===== src/rtl/calc_job_sequencer.sv =====
// calc_job_sequencer
//   Collects one calculator operation from keypad strobes (operand A,
//   operator, operand B), writes it to a four-word mailbox in the ARM data
//   memory, raises the start flag, polls for the done flag and reads the
//   result back for display. This block is the only calculator-side owner
//   of the memory write port.
//
// Ports
//   clk          system clock
//   reset        asynchronous, active-low reset
//   key_valid    one-cycle strobe qualifying key_code
//   key_code     0-9 digit, 10 ADD, 11 SUB, 12 MUL, 13 AND, 14 EQUALS, 15 CLEAR
//   mem_addr     data memory byte address
//   mem_wdata    data memory write data
//   mem_we       data memory write enable (one word per cycle)
//   mem_rdata    data memory read data, valid the cycle after mem_addr
//   display_num  operand being typed, or the last result
//   digit_count  digits typed into the current operand
//   busy         high while the mailbox transaction is in progress
//   error        sticky poll-timeout flag, cleared by CLEAR or reset
module calc_job_sequencer #(
  parameter logic [31:0] BASE_ADDR    = 32'h0000_0040,
  parameter int          MAX_DIGITS   = 8,
  parameter int          POLL_TIMEOUT = 1024
) (
  input  logic        clk,
  input  logic        reset,
  input  logic        key_valid,
  input  logic [3:0]  key_code,
  output logic [31:0] mem_addr,
  output logic [31:0] mem_wdata,
  output logic        mem_we,
  input  logic [31:0] mem_rdata,
  output logic [31:0] display_num,
  output logic [3:0]  digit_count,
  output logic        busy,
  output logic        error
);

  localparam int              PW        = $clog2(POLL_TIMEOUT + 1);
  localparam logic [3:0]      MAX_CNT   = 4'(MAX_DIGITS);
  localparam logic [PW-1:0]   POLL_LAST = PW'(POLL_TIMEOUT - 1);
  localparam logic [31:0]     FLAG_ADDR = BASE_ADDR + 32'd12;

  typedef enum logic [3:0] {
    ENTER_A, ENTER_B, WR_A, WR_B, WR_OP, WR_GO, POLL, RD_RES1, RD_RES2, SHOW
  } state_t;

  state_t        state_q, state_d;
  logic [31:0]   acc_q, acc_d;
  logic [31:0]   a_q, a_d;
  logic [31:0]   b_q, b_d;
  logic [1:0]    op_q, op_d;
  logic [3:0]    count_q, count_d;
  logic [PW-1:0] poll_cnt_q, poll_cnt_d;
  logic [31:0]   display_q, display_d;
  logic          error_q, error_d;
  logic [31:0]   mem_addr_q, mem_addr_d;
  logic [31:0]   mem_wdata_q, mem_wdata_d;
  logic          mem_we_q, mem_we_d;
  logic          busy_q, busy_d;

  logic        is_digit, is_op, is_eq, is_clr;
  logic [3:0]  op_off;
  logic [31:0] acc_mac;

  assign is_digit = key_valid && (key_code <= 4'd9);
  assign is_op    = key_valid && (key_code >= 4'd10) && (key_code <= 4'd13);
  assign is_eq    = key_valid && (key_code == 4'd14);
  assign is_clr   = key_valid && (key_code == 4'd15);
  assign op_off   = key_code - 4'd10;
  assign acc_mac  = acc_q * 32'd10 + {28'd0, key_code};

  always_ff @(posedge clk or negedge reset) begin
    if (!reset) begin
      state_q     <= ENTER_A;
      acc_q       <= '0;
      a_q         <= '0;
      b_q         <= '0;
      op_q        <= '0;
      count_q     <= '0;
      poll_cnt_q  <= '0;
      display_q   <= '0;
      error_q     <= 1'b0;
      mem_addr_q  <= '0;
      mem_wdata_q <= '0;
      mem_we_q    <= 1'b0;
      busy_q      <= 1'b0;
    end else begin
      state_q     <= state_d;
      acc_q       <= acc_d;
      a_q         <= a_d;
      b_q         <= b_d;
      op_q        <= op_d;
      count_q     <= count_d;
      poll_cnt_q  <= poll_cnt_d;
      display_q   <= display_d;
      error_q     <= error_d;
      mem_addr_q  <= mem_addr_d;
      mem_wdata_q <= mem_wdata_d;
      mem_we_q    <= mem_we_d;
      busy_q      <= busy_d;
    end
  end

  // Next-state and datapath. SHOW shares the ENTER_A key handling; acc and
  // count are already zero there, so the first digit simply starts operand A
  // and only then does display_num leave the result.
  always_comb begin
    state_d    = state_q;
    acc_d      = acc_q;
    a_d        = a_q;
    b_d        = b_q;
    op_d       = op_q;
    count_d    = count_q;
    poll_cnt_d = poll_cnt_q;
    display_d  = display_q;
    error_d    = error_q;

    case (state_q)
      ENTER_A, SHOW, ENTER_B: begin
        if (is_digit) begin
          if (count_q < MAX_CNT) begin
            acc_d     = acc_mac;
            count_d   = count_q + 4'd1;
            display_d = acc_mac;
            if (state_q == SHOW) state_d = ENTER_A;
          end
        end else if (is_op) begin
          op_d = op_off[1:0];
          if (state_q != ENTER_B) begin
            // With no digits typed, A keeps the previous result for chaining.
            if (count_q != 4'd0) a_d = acc_q;
            acc_d     = '0;
            count_d   = '0;
            display_d = '0;
            state_d   = ENTER_B;
          end
        end else if (is_eq) begin
          if (state_q == ENTER_B) begin
            b_d     = acc_q;
            acc_d   = '0;
            count_d = '0;
            state_d = WR_A;
          end
        end else if (is_clr) begin
          acc_d     = '0;
          count_d   = '0;
          a_d       = '0;
          b_d       = '0;
          op_d      = '0;
          error_d   = 1'b0;
          display_d = '0;
          state_d   = ENTER_A;
        end
      end
      WR_A:  state_d = WR_B;
      WR_B:  state_d = WR_OP;
      WR_OP: state_d = WR_GO;
      WR_GO: begin
        poll_cnt_d = '0;
        state_d    = POLL;
      end
      POLL: begin
        // The first POLL cycle returns the flag as read during the WR_GO
        // write, which may still be a stale done; it is never trusted.
        if ((poll_cnt_q != '0) && (mem_rdata == 32'd2)) begin
          state_d = RD_RES1;
        end else if (poll_cnt_q == POLL_LAST) begin
          error_d   = 1'b1;
          display_d = '0;
          state_d   = SHOW;
        end else begin
          poll_cnt_d = poll_cnt_q + 1'b1;
        end
      end
      RD_RES1: state_d = RD_RES2;
      RD_RES2: begin
        a_d       = mem_rdata;
        display_d = mem_rdata;
        state_d   = SHOW;
      end
      default: state_d = ENTER_A;
    endcase
  end

  // Memory-side outputs are registered from the next state so they line up
  // with the state they belong to and all read zero while reset is held.
  always_comb begin
    mem_we_d    = 1'b0;
    mem_addr_d  = FLAG_ADDR;
    mem_wdata_d = '0;
    busy_d      = 1'b1;
    case (state_d)
      WR_A: begin
        mem_we_d    = 1'b1;
        mem_addr_d  = BASE_ADDR;
        mem_wdata_d = a_q;
      end
      WR_B: begin
        mem_we_d    = 1'b1;
        mem_addr_d  = BASE_ADDR + 32'd4;
        mem_wdata_d = b_q;
      end
      WR_OP: begin
        mem_we_d    = 1'b1;
        mem_addr_d  = BASE_ADDR + 32'd8;
        mem_wdata_d = {30'd0, op_q};
      end
      WR_GO: begin
        mem_we_d    = 1'b1;
        mem_wdata_d = 32'd1;
      end
      POLL:             mem_addr_d = FLAG_ADDR;
      RD_RES1, RD_RES2: mem_addr_d = BASE_ADDR;
      default:          busy_d     = 1'b0;
    endcase
  end

  assign mem_addr    = mem_addr_q;
  assign mem_wdata   = mem_wdata_q;
  assign mem_we      = mem_we_q;
  assign display_num = display_q;
  assign digit_count = count_q;
  assign busy        = busy_q;
  assign error       = error_q;

endmodule


===== config.mk =====
export PLATFORM = sky130hd
export DESIGN_NAME = calc_job_sequencer
export DESIGN_NICKNAME = d
export VERILOG_FILES = /design/src/rtl/calc_job_sequencer.sv
export SDC_FILE = /design/constraint.sdc
export NUM_CORES = 1
export LEC_CHECK = 0
export ABC_AREA = 1
export ABC_CLOCK_PERIOD_IN_PS = 6300
export CORE_ASPECT_RATIO = 0.75
export CORE_MARGIN = 1
export CORE_UTILIZATION = 62
export CTS_CLUSTER_SIZE = 14
export DETAILED_ROUTE_END_ITERATION = 10
export PLACE_DENSITY = 0.86
export SYNTH_ARGS = -nofsm -noshare
export SYNTH_HDL_FRONTEND = slang
export SYNTH_SLANG_ARGS = --single-unit

===== constraint.sdc =====
create_clock -name clk -period 6.3 [get_ports clk]
set_input_delay 1.26 -clock clk [delete_from_list [all_inputs] [get_ports clk]]
set_output_delay 1.26 -clock clk [all_outputs]
set_load 0.005 [all_outputs]

==> flow_summary.toml <==
[critical_path]
critPathKind = "in2reg"
r2r-end = "display_num[20]"
critPathLaunchType = "input port"
path_delay_family = "buffers and inverters"
cp_common_cell = "inv_2"
reg2reg_depth = 15
cp.depth = 17
r2r_slack_ns = 2.74
crit_path_end_kind = "flip-flop"
critPathBufInv = 9
startpoint = "key_code[2]"
arrival_ns = 4.80
endpoint = "b_q[13]"
path_cells = "clkdlybuf4s50_1, inv_1, nor3_1, inv_1, nor2_1, inv_2, nor2_4, buf_4, inv_2, nor2_4, inv_2, nand2_1, inv_2, nor2_4, buf_4, nand3_1, o21ai_0"
worst_r2r_startpoint = "acc_q[1]"
cp_max_fo = 63
required_ns = 6.64
cpMaxStageDelayCell = "nor2_4"
slowest_delay_ns = 0.60

[clocking]
root_buffer = "clkbuf_16"
cts.sinks = 187
tritoncts = "done"
cts.reportedPaths.clkPinSlew_ns = 0.07
cts_buffers = 17
htreeDepth = 4
ctsResizeCount = 0
cts_setup_buffers = 0
clock_latency_ns = 0.44
clk_path_buf_depth = 2
holdBufCountCts = 0

[detailed_routing]
dr.first_iter.drc_count = 1443
wire_per_inst_um = 17.0
drc = 0
antenna_left = 0
totalWireLength_um = 34700
firstDrtPassIters = 7
via_per_inst = 5.91
vias = 12000

[synth]
ys.warnings.count = 0
syn_inst = 1680
ys_seq_area_share_pct = 38.3
syn_area_sq_um = 12200
ys.flop_type = "dfrtp_1"
synthDistinctLibCells = 52
syn_avg_cell_area_sq_um = 7.26
synth_edf_count = 0
synth_seq_cells = 187
async_flop_share_pct = 100

[die]
ioPinCount = 142
start_util_pct = 63.2
fp.dieW_um = 164
coreArea_sq_um = 19300
dieArea_sq_um = 20300
die_y_um = 123
row_count = 44

[run_status]
status = "complete, no violations"

[job]
drv_cap = 0

[timing]
fin_ws_ns = 1.84
hold_violations = 0
drv_slew = 0
fin_tns_setup_ns = 0
clock.fmax_mhz = 224
tightestPinTransition_ns = 1.20
relSlewSlack_pct = 19.6
fin_skew_ns = 0.0144
setup_violations = 0
period_needed_ns = 4.46
period_share_pct = 70.8
rsz0062_at_grt = "false"

[cells_and_area]
mostFrequentLayoutCell = "nand2_1"
area_growth_pct = 14.1
finalNetCount = 1873
mostFrequentLayoutCells = "nand2_1, inv_1, dfrtp_1"
post-route-util_pct = 72.0
diodes = 0
num-fill-cells = 1505
drive_gt1_share_pct = 8.13
final_area_sq_um = 13900

[power]
p_sw_uw = 2020
pwr_density_cell_nw_per_um2 = 352
seq_power_share_pct = 37.4
p_leak_uw = 0.00681
power_frac_comb_pct = 41.4
ir_drop_mv = 0.267
clockPowerShare_pct = 21.2
power_uw = 4890
switching_share_pct = 41.3
internal_power_uw = 2870

[place]
dpl_worst_slack_ns = 1.57
dp_hpwl_um = 25800
place_area_sq_um = 13400
port_buffers = 112
gp_congestion = 1.00

[grt]
grt_pass1_vias = 11000
overflow = 0
grt_pass1_wl_um = 55200
grt_util_all_layers_pct = 35.3
grt_max_degree = 102
antenna_found_initial = 0

[min_path]
min_path_type = "reg2reg"
how the worst min path moves through the flow:
stage / slack, ns / end / depth (start not counted) / startpoint
after floorplan: 0.45 / a_q[10] / 2 / a_q[10]
after global placement: 0.47 / a_q[10] / 2 / a_q[10]
after detailed placement: 0.47 / display_num[2] / 2 / display_num[2]
after CTS: 0.49 / a_q[6] / 2 / a_q[6]
after global routing: 0.51 / a_q[19] / 2 / a_q[19]
final: 0.49 / display_num[14] / 1 / display_num[14]
power by group through the flow:
stage / Clock (uW) / Combinational, uW / Sequential [uW]
floorplan: 0 / 1350 / 1750
global placement: 0 / 1910 / 1830
detailed placement: 0 / 1980 / 1840
CTS: 1030 / 2000 / 1820
global route: 1080 / 2260 / 1860
finish: 1040 / 2030 / 1830
cells by family after synthesis:
group / synth area share, %
XOR/XNOR: 0.420
AO/OA/AOI/OAI: 12.1
other: 0.0615
AND/OR/NAND/NOR: 31.5
buffers and inverters: 10.9
adder cells (fa/ha/maj): 6.69
flip-flops: 38.3
through the flow:
stage                     hold slack (ns)  instances
after floorplan                     0.453       1708
after global placement              0.467       2004
after detailed placement            0.468       2004
after CTS                           0.491       2036
after global routing                0.510       2036
final                               0.488       2036
cells in the mapped netlist (15+ instances only):
| cell | n | area, sq um |
|---|---|---|
| inv_1 | 202 | 758 |
| nor2_1 | 125 | 469 |
| nor3_1 | 19 | 95.1 |
| nand2_1 | 447 | 1680 |
| a31oi_1 | 29 | 181 |
| ha_1 | 62 | 776 |
| nor2_2 | 15 | 93.8 |
| o21ai_1 | 28 | 140 |
| o21ai_0 | 118 | 591 |
| nand4_1 | 38 | 238 |
| buf_4 | 33 | 248 |
| inv_2 | 26 | 97.6 |
| clkbuf_1 | 30 | 113 |
| a21oi_1 | 38 | 190 |
| nand3_1 | 142 | 711 |
| dfrtp_1 | 187 | 4680 |
| nand2_2 | 22 | 138 |
cell type report:
type,count,area [sq um],share of cell area [%]
multi-input cells,1211,6300,45.3
flip-flops and latches,187,4680,33.6
repair buffers,122,1200,8.60
inverters,231,867,6.23
clock buffers,18,429,3.08
well taps,253,317,2.27
clock inverters,14,129,0.926
state kept, by name, indices dropped and copies added, names as in the netlist:
register / flops
b_q: 32
busy: 1
a_q: 32
state_q: 4
error: 1
poll_cnt_q: 11
mem_wdata: 32
acc_q: 32
mem_addr: 3
digit_count: 4
mem_we: 1
op_q: 2
display_num: 32
per-layer routing:
| metal | routed length (um) | global-route usage, % | share of wire (%) |
|---|---|---|---|
| met5 | 0 | 0 | 0 |
| met4 | 1390 | 15.6 | 4.0 |
| met3 | 3640 | 7.31 | 10 |
| met2 | 15400 | 54.7 | 44 |
| met1 | 14300 | 48.0 | 41 |
Power figures use the tool's default switching activity.
